**src/rtl/irq_defs.sv**
```systemverilog
// Shared definitions for the interrupt sequencer: register window offsets,
// FSM state encodings and the CAUSE word layout.
package irq_defs;

    localparam logic [1:0] IRQ_PEND  = 2'd0;
    localparam logic [1:0] IRQ_MASK  = 2'd1;
    localparam logic [1:0] IRQ_CAUSE = 2'd2;
    localparam logic [1:0] IRQ_CTRL  = 2'd3;

    localparam int CAUSE_VLD_BIT = 31;

    typedef enum logic [1:0] {
        ST_IDLE    = 2'd0,
        ST_REQ     = 2'd1,
        ST_SERVICE = 2'd2
    } irq_state_e;

    function automatic logic [31:0] cause_word(input logic vld, input logic [2:0] id);
        logic [31:0] w;
        w                = '0;
        w[CAUSE_VLD_BIT] = vld;
        w[2:0]           = id;
        return w;
    endfunction

endpackage

```
**src/rtl/irq_sequencer_if.sv**
```systemverilog
// Peripheral-bus register window: CPU side is master, sequencer is slave.
// Single-cycle write strobe, read data combinational; no backpressure.
interface irq_sequencer_if;

    logic [1:0]  bus_addr;
    logic        bus_wr;
    logic        bus_rd;
    logic [31:0] bus_wdata;
    logic [31:0] bus_rdata;

    modport master (
        output bus_addr, bus_wr, bus_rd, bus_wdata,
        input  bus_rdata
    );

    modport slave (
        input  bus_addr, bus_wr, bus_rd, bus_wdata,
        output bus_rdata
    );

endinterface

```
**src/rtl/irq_prio_enc.sv**
```systemverilog
// Fixed-priority encoder: lowest set index of the eligible vector wins.
// Purely combinational, zero latency; no backpressure.
module irq_prio_enc #(
    parameter int N = 4
) (
    input  logic [N-1:0] elig_i,
    output logic [2:0]   win_id_o,
    output logic         any_o
);

    always_comb begin
        win_id_o = '0;
        any_o    = |elig_i;
        // Scan downward so the lowest set index is the last one written.
        for (int i = N - 1; i >= 0; i--) begin
            if (elig_i[i]) win_id_o = 3'(i);
        end
    end

endmodule

```
**src/rtl/irq_sequencer.sv**
```systemverilog
// Interrupt controller: edge-detects sources into PEND, masks and prioritises,
// raises IRQ 2 cycles after a source edge; one interrupt in service at a time.
module irq_sequencer
    import irq_defs::*;
#(
    parameter int NUM_SRC = 4
) (
    input  logic               clk,
    input  logic               reset,
    input  logic [NUM_SRC-1:0] irq_src,
    input  logic               Supervise,
    irq_sequencer_if.slave     bus,
    output logic               IRQ
);

    logic [NUM_SRC-1:0] src_q;
    logic [NUM_SRC-1:0] pend_q, pend_d;
    logic [NUM_SRC-1:0] mask_q, mask_d;
    logic               ge_q, ge_d;
    logic               irq_q, irq_d;
    logic               cause_vld_q, cause_vld_d;
    logic [2:0]         cause_id_q, cause_id_d;
    irq_state_e         state_q, state_d;

    logic [NUM_SRC-1:0] elig;
    logic [2:0]         win_id;
    logic               any_elig;
    logic               wr_pend, wr_mask, wr_ctrl;
    logic               unused_bus;

    assign wr_pend = bus.bus_wr && (bus.bus_addr == IRQ_PEND);
    assign wr_mask = bus.bus_wr && (bus.bus_addr == IRQ_MASK);
    assign wr_ctrl = bus.bus_wr && (bus.bus_addr == IRQ_CTRL);

    assign unused_bus = ^{bus.bus_rd, bus.bus_wdata[31:NUM_SRC]};

    // New edges are OR-ed in after the W1C clear, so a same-cycle set wins.
    assign pend_d = (pend_q & ~(wr_pend ? bus.bus_wdata[NUM_SRC-1:0] : '0))
                  | (irq_src & ~src_q);
    assign mask_d = wr_mask ? bus.bus_wdata[NUM_SRC-1:0] : mask_q;
    assign ge_d   = wr_ctrl ? bus.bus_wdata[0] : ge_q;

    assign elig = ge_q ? (pend_q & mask_q) : '0;

    irq_prio_enc #(.N(NUM_SRC)) u_prio_enc (
        .elig_i   (elig),
        .win_id_o (win_id),
        .any_o    (any_elig)
    );

    always_ff @(posedge clk or negedge reset) begin
        if (!reset) state_q <= ST_IDLE;
        else        state_q <= state_d;
    end

    always_comb begin
        state_d = state_q;
        case (state_q)
            ST_IDLE:    if (any_elig && !Supervise) state_d = ST_REQ;
            ST_REQ: begin
                if (Supervise)      state_d = ST_SERVICE;
                else if (!any_elig) state_d = ST_IDLE;
            end
            ST_SERVICE: if (!Supervise) state_d = ST_IDLE;
            default:    state_d = ST_IDLE;
        endcase
    end

    always_comb begin
        irq_d       = (state_d == ST_REQ);
        cause_vld_d = cause_vld_q;
        cause_id_d  = cause_id_q;
        if (state_q == ST_REQ && state_d == ST_SERVICE) begin
            cause_vld_d = 1'b1;
            cause_id_d  = win_id;
        end else if (state_q == ST_SERVICE && state_d == ST_IDLE) begin
            cause_vld_d = 1'b0;
        end
    end

    always_ff @(posedge clk or negedge reset) begin
        if (!reset) begin
            src_q       <= '0;
            pend_q      <= '0;
            mask_q      <= '0;
            ge_q        <= 1'b0;
            irq_q       <= 1'b0;
            cause_vld_q <= 1'b0;
            cause_id_q  <= '0;
        end else begin
            src_q       <= irq_src;
            pend_q      <= pend_d;
            mask_q      <= mask_d;
            ge_q        <= ge_d;
            irq_q       <= irq_d;
            cause_vld_q <= cause_vld_d;
            cause_id_q  <= cause_id_d;
        end
    end

    assign IRQ = irq_q;

    always_comb begin
        bus.bus_rdata = '0;
        case (bus.bus_addr)
            IRQ_PEND:  bus.bus_rdata[NUM_SRC-1:0] = pend_q;
            IRQ_MASK:  bus.bus_rdata[NUM_SRC-1:0] = mask_q;
            IRQ_CAUSE: bus.bus_rdata = cause_word(cause_vld_q, cause_id_q);
            IRQ_CTRL:  bus.bus_rdata[0] = ge_q;
            default:   bus.bus_rdata = '0;
        endcase
    end

endmodule

```
**src/flat_wrapper.sv**
```systemverilog
// flat-port wrapper written by rule: the top's interface ports become plain ports
module irq_sequencer_flat import irq_defs::*;
#(
    parameter int NUM_SRC = 4
)
  (clk, reset, irq_src, Supervise, IRQ, bus_bus_addr, bus_bus_wr, bus_bus_rd, bus_bus_wdata, bus_bus_rdata);
  irq_sequencer_if bus_i ();
  input  logic clk;
  input  logic reset;
  input  logic [NUM_SRC-1:0] irq_src;
  input  logic Supervise;
  output logic IRQ;
  input wire logic [$bits(bus_i.bus_addr)-1:0] bus_bus_addr;
  input wire logic [$bits(bus_i.bus_wr)-1:0] bus_bus_wr;
  input wire logic [$bits(bus_i.bus_rd)-1:0] bus_bus_rd;
  input wire logic [$bits(bus_i.bus_wdata)-1:0] bus_bus_wdata;
  output wire logic [$bits(bus_i.bus_rdata)-1:0] bus_bus_rdata;
  assign bus_i.bus_addr = bus_bus_addr;
  assign bus_i.bus_wr = bus_bus_wr;
  assign bus_i.bus_rd = bus_bus_rd;
  assign bus_i.bus_wdata = bus_bus_wdata;
  assign bus_bus_rdata = bus_i.bus_rdata;
  irq_sequencer #(.NUM_SRC(NUM_SRC)) u_core (.clk(clk), .reset(reset), .irq_src(irq_src), .Supervise(Supervise), .bus(bus_i), .IRQ(IRQ));
endmodule
```
**config.mk**
```make
export PLATFORM = sky130hd
export DESIGN_NAME = irq_sequencer_flat
export DESIGN_NICKNAME = d
export VERILOG_FILES = /design/src/rtl/irq_defs.sv /design/src/rtl/irq_sequencer_if.sv /design/src/rtl/irq_prio_enc.sv /design/src/rtl/irq_sequencer.sv /design/src/flat_wrapper.sv
export SDC_FILE = /design/constraint.sdc
export NUM_CORES = 1
export LEC_CHECK = 0
export ABC_AREA = 1
export CAP_MARGIN = 0
export CORE_ASPECT_RATIO = 1.75
export CORE_MARGIN = 2
export CORE_UTILIZATION = 34
export DETAILED_ROUTE_END_ITERATION = 8
export PLACE_DENSITY_LB_ADDON = 0.1
export SYNTH_ARGS = -nofsm -noshare
export SYNTH_HDL_FRONTEND = slang
export SYNTH_SLANG_ARGS = --single-unit
```
**constraint.sdc**
```tcl
create_clock -name clk -period 1.05 [get_ports clk]
set_input_delay 0.21 -clock clk [delete_from_list [all_inputs] [get_ports clk]]
set_output_delay 0.21 -clock clk [all_outputs]
set_load 0.01 [all_outputs]
```
* Word-level counts from Yosys, hierarchy flattened
Cells that the tools add are included. Widths: inputs -> output; s select.
Storage, ports and cells: output and inout port bits 33, logic and storage cells 49, input port bits 43, register bits after elaboration 20
Cells by class: reduce and logical (&&, ||, !) cells 12, mux-type cells 16, equality and inequality tests 7, bitwise logic cells 6
Operators by type and width (number):
- $mux 28 | 1
- $and 4x4->4 | 3
- $mux 2 | 5
- $mux 3 | 3
- $pmux 3 s3 | 1
- $eq 2x2->1 const B | 4
- $mux 4 | 2
- $not 4->4 | 2
- $eq 2x1->1 const B | 3
- $logic_and 1x1->1 | 6
- $logic_not 2->1 | 3
- $pmux 2 s3 | 1
- $or 4x4->4 | 1
- $pmux 1 s4 | 1
- $reduce_or 4->1 | 1
- $mux 1 | 2
- $reduce_bool 2->1 | 1
- $logic_not 1->1 | 1

* Longest topological paths before layout
depth after elaboration 10, gate-level depth with buffers 6, gate-level depth less buffers 6

* By module
A second synthesis with hierarchy kept.
Second synthesis, totals: cell total of the unflattened synthesis 151, area, all modules 1156.1 um^2
By module, submodules not included:
- irq_sequencer | cells an instance 140, area each 1098.6 um^2, times used 1, sequential area each 500.5 um^2
- irq_prio_enc | cells an instance 11, area each 57.6 um^2, times used 1, sequential area each 0.0 um^2

* Least setup slack after synthesis
Ideal clock, no wire load.
kind register to register, start register u_core.state_q[0], end register u_core.cause_vld_q, path buffers 0, slack 0.105 ns, data required time 0.927 ns, arrival time 0.822 ns, period minus slack after synthesis 0.945 ns, setup time 0.123 ns, cell stages (with the launch flop) 4, cells stage by stage dfrtp_1 -> or2_2 -> o21ai_0 -> nand2_1
Between the ends: longest elaborated chain between the ends 6, elaborated cells on any way between the ends 14, those cells by class eq/ne (3); mux (6); reduce/logical (5)
RTL lines:
- from (decl) | RTL line irq_sequencer.sv:23 | irq_state_e state_q, state_d;
- from (signal assigned) | RTL line irq_sequencer.sv:53 | else state_q <= state_d;
- $mux 2 | RTL line irq_sequencer.sv:62 | else if (!any_elig) state_d = ST_IDLE;
- $mux 2 | RTL line irq_sequencer.sv:61 | if (Supervise) state_d = ST_SERVICE;
- $pmux 2 s3 | RTL line irq_sequencer.sv:58 | case (state_q)
- $eq 2x2->1 or $logic_not 2->1 (tied branches) | RTL line irq_sequencer.sv:73, irq_sequencer.sv:76
- $logic_and 1x1->1, on equally long branches | RTL line irq_sequencer.sv:73, irq_sequencer.sv:76
- $mux 1 or $reduce_bool 2->1 (tied branches)
- to (signal assigned) | RTL line irq_sequencer.sv:96 | cause_vld_q <= cause_vld_d;
- to (decl) | RTL line irq_sequencer.sv:21 | logic cause_vld_q, cause_vld_d;
Parallel ways exist; a longest one is shown, timed or not. A chain may end at the register's enable or synchronous reset.

* Worst setup path after layout
start register u_core.ge_q, end output port bus_bus_rdata[0]
Between the ends: longest elaborated chain between the ends 1
RTL lines:
- from (decl) | RTL line irq_sequencer.sv:19 | logic ge_q, ge_d;
- from (signal assigned) | RTL line irq_sequencer.sv:94 | ge_q <= ge_d;
- $pmux 1 s4 | RTL line irq_sequencer.sv:105 | case (bus.bus_addr)
- to (decl) | RTL line flat_wrapper.sv:17 | output wire logic [$bits(bus_i.bus_rdata)-1:0] bus_bus_rdata;
No other way between the ends.

==> flow_summary_export.csv <==
group,metric,value,unit
global_route,met2_usage,24.6,%
die,die_y,78.0,um
synthesis,synth.cell_area,0.00106,mm^2
global_route,grt_use_met1,14.9,%
critical_path,critical_path.slowest_cell,"sky130_fd_sc_hd__dfrtp_1",
synthesis,yosys.area_share.simple,23.4,%
clock_network,tritoncts,"done",
clock_network,hold_buffers,0,
place,place.gp.congestion,0.773,
global_route,top_usage_layer,"met2",
sta,final.setup_skew,0.00635,ns
critical_path,cp_cell_sequence,"nand3_1 -> nand4_1 -> buf_2",
route,vias_per_cell,4.11,
sta,maxClockFrequency,0.839,GHz
synthesis,synth.ff_latch_count,19,
synthesis,synth-compound-area-share,7.88,%
flow_run,drv.max_cap_violation_count,0,
sta,min_period,1.19,ns
route,detail_route.first_pass.iterations,4,
power,finalPower,2.04,mW
clock_network,clock_insertion_delay_worst_skew,0.25,ns
route,wirelength,2.17,mm
route,number_of_drc_markers_in_iteration_0,16,
clock_network,cts.htree.levels,1,
clock_network,cts_buffer_depth,2,
critical_path,data_arrival_time_of_the_critical_path,0.98,ns
sta,final-setup-viol-count,5,
synthesis,yosysUniqueCellTypes,16,
die,design.portCount,76,
clock_network,numClockSinks,19,
power,static-leakage-power,0.795,nW
layout,drive_above_1_share,34.7,%
sta,rsz0062_at_grt,"yes",
layout,core_util_final,50.8,%
die,die_area,0.00361,mm^2
status,violations,"setup timing",
sta,final-max-slew-violation-count,0,
power,pwr_density_cell,1360,mW/mm^2
sta,timing.final.crit_share,113,%
global_route,grtUsageMet3,2.09,%
status,status,"complete, but fails checks",
global_route,first_pass_grt_wire_length,3.61,mm
die,fp.coreArea,0.00296,mm^2
route,drc,0,
global_route,global_route.usage.total,13.6,%
die,starting_density,35.9,%
synthesis,register_area_share_after_synthesis,44.7,%
layout,syn_to_final_growth,41.4,%
synthesis,yosys_warnings,0,
route,wl_cell,9.95,um
worst_hold_path,min_path_type,"input pin to asynchronous set/reset pin",
critical_path,timing_worst_setup_path_type,"flip-flop to primary output",
global_route,first_global_vias,871,
place,numPortBuffers,19,
critical_path,critPathTopFamily,"flip-flops",
sta,report.final.hold_viol_count,0,
layout,final_common_cell,"sky130_fd_sc_hd__nand2_1",
critical_path,end_kind,"primary output",
sta,totalNegativeSetupSlack,-0.502,ns
route,routed-via-count,897,
die,core.rowCount,26,
clock_network,cts_root_buffer,"sky130_fd_sc_hd__clkbuf_8",
critical_path,critical_path_buf_inv_count,1,
global_route,grt.overflow.total,0,
synthesis,synthMuxAreaShare,0,%
power,power.ir.vdd_worst,0.851,mV
global_route,grt_max_degree,20,
layout,most-common-layout-cells,"sky130_fd_sc_hd__nand2_1, sky130_fd_sc_hd__conb_1, sky130_fd_sc_hd__buf_4",
critical_path,max_incr_delay_on_cp,0.39,ns
route,drtAntennaViolNets,0,
critical_path,startpoint_type,"flip-flop",
synthesis,netlist_instances,128,
sta,finalWorstSetupSlack,-0.141,ns
die,die_w,46.3,um
global_route,grt_antenna_before_repair,0,
critical_path,worstPathRequired,0.84,ns
synthesis,synth_top_family_by_area,"buffers and inverters",
critical_path,path_max_fanout,2,
layout,number_of_antenna_cells_inserted,0,
synthesis,syn_avg_cell_area,8.31,um^2
clock_network,clkTransAtPathRegs,0.07,ns
clock_network,tritoncts.num_buffers,3,
layout,finalNetCount,220,
place,hpwlAfterDp,1.62,mm
synthesis,yosys.area_share.adder,0,%
synthesis,synth_xor_xnor_area_share,0,%
-- area by class of cell --
class,instances,area (um^2)
Clock inverter,1,5.00
Multi-Input combinational cell,95,489
Inverter,13,48.8
Sequential cell,19,475
Timing Repair Buffer,45,392
Fill cell,305,1460
Tap cell,42,52.6
Clock buffer,3,41.3
-- per-stage QoR --
stage                     instances  area, um^2  hold WS [ns]  worst slack [ns]
final                           218        1500         0.286            -0.141
after global routing            218        1500         0.294            -0.165
after CTS                       218        1470         0.291            -0.145
after detailed placement        206        1350         0.478            -0.832
after global placement          206        1350         0.465            -0.812
after floorplan                 154        1160       -0.0856             0.105
-- sequential cells by signal (all words and copies together), names as in the netlist --
name,cells
u_core.mask_q,4
u_core.IRQ,1
u_core.ge_q,1
u_core.state_q,2
u_core.pend_q,4
u_core.cause_id_q,2
u_core.cause_vld_q,1
u_core.src_q,4
-- final timing paths --
check                                      start  slack [ns]  cells past startpoint          endpoint
worst max-delay path                 u_core.ge_q       -0.14                      3  bus_bus_rdata[0]
worst min-delay path                       reset        0.29                      2   u_core.src_q[2]
worst max register to register  u_core.pend_q[3]        0.06                      5        u_core.IRQ
worst min register to register   u_core.src_q[0]        0.48                      3  u_core.pend_q[0]
max in group asynchronous                  reset        0.62                      2   u_core.src_q[0]
min in group clk                 bus_bus_addr[1]        0.32                      3       u_core.ge_q
-- layer usage --
metal / share of wire [%] / wire [um]
met1: 35 / 764
met2: 59 / 1270
met3: 5.0 / 109
met4: 1.2 / 25
met5: 0 / 0
-- cells by family after synthesis --
group	after synthesis
AO/OA/AOI/OAI	13
AND/OR/NAND/NOR	55
buffers and inverters	40
other	1
flip-flops	19
-- power breakdown --
| group | switching, mW | total [mW] | leakage [nW] | internal (mW) |
|---|---|---|---|---|
| combinational | 0.313 | 0.626 | 0.543 | 0.313 |
| sequential | 0.0695 | 0.918 | 0.226 | 0.848 |
| clock | 0.231 | 0.494 | 0.0255 | 0.263 |
| total | 0.614 | 2.04 | 0.795 | 1.42 |
-- timing repair --
action / CTS / global route
hold endpoints to repair: 0 / 0
gates resized for setup: 41 / 18
setup buffers: 8 / 1
endpoints found under the setup margin: 14 / 15
pin swaps: 10 / 5
-- worst register-to-register path, stage by stage, from the launching register on --
cell and delay (ns):
sky130_fd_sc_hd__dfrtp_1 0.41, sky130_fd_sc_hd__buf_4 0.15, sky130_fd_sc_hd__nand2_1 0.09, sky130_fd_sc_hd__o21ai_2 0.07, sky130_fd_sc_hd__nor2_2 0.12, sky130_fd_sc_hd__nor2_1 0.05
-- Yosys cell counts, drive strengths merged --
cell | number | area [um^2]
inv | 13 | 48.8
nand2 | 35 | 139
buf | 27 | 203
nand3 | 9 | 45.0
nor2 | 8 | 45.0
and3 | 1 | 7.51
nand4 | 1 | 6.26
or2 | 1 | 6.26
a22o | 1 | 8.76
dfrtp | 19 | 475
conb | 1 | 3.75
o21ai | 12 | 75.1
(Power assumes the default switching activity.)
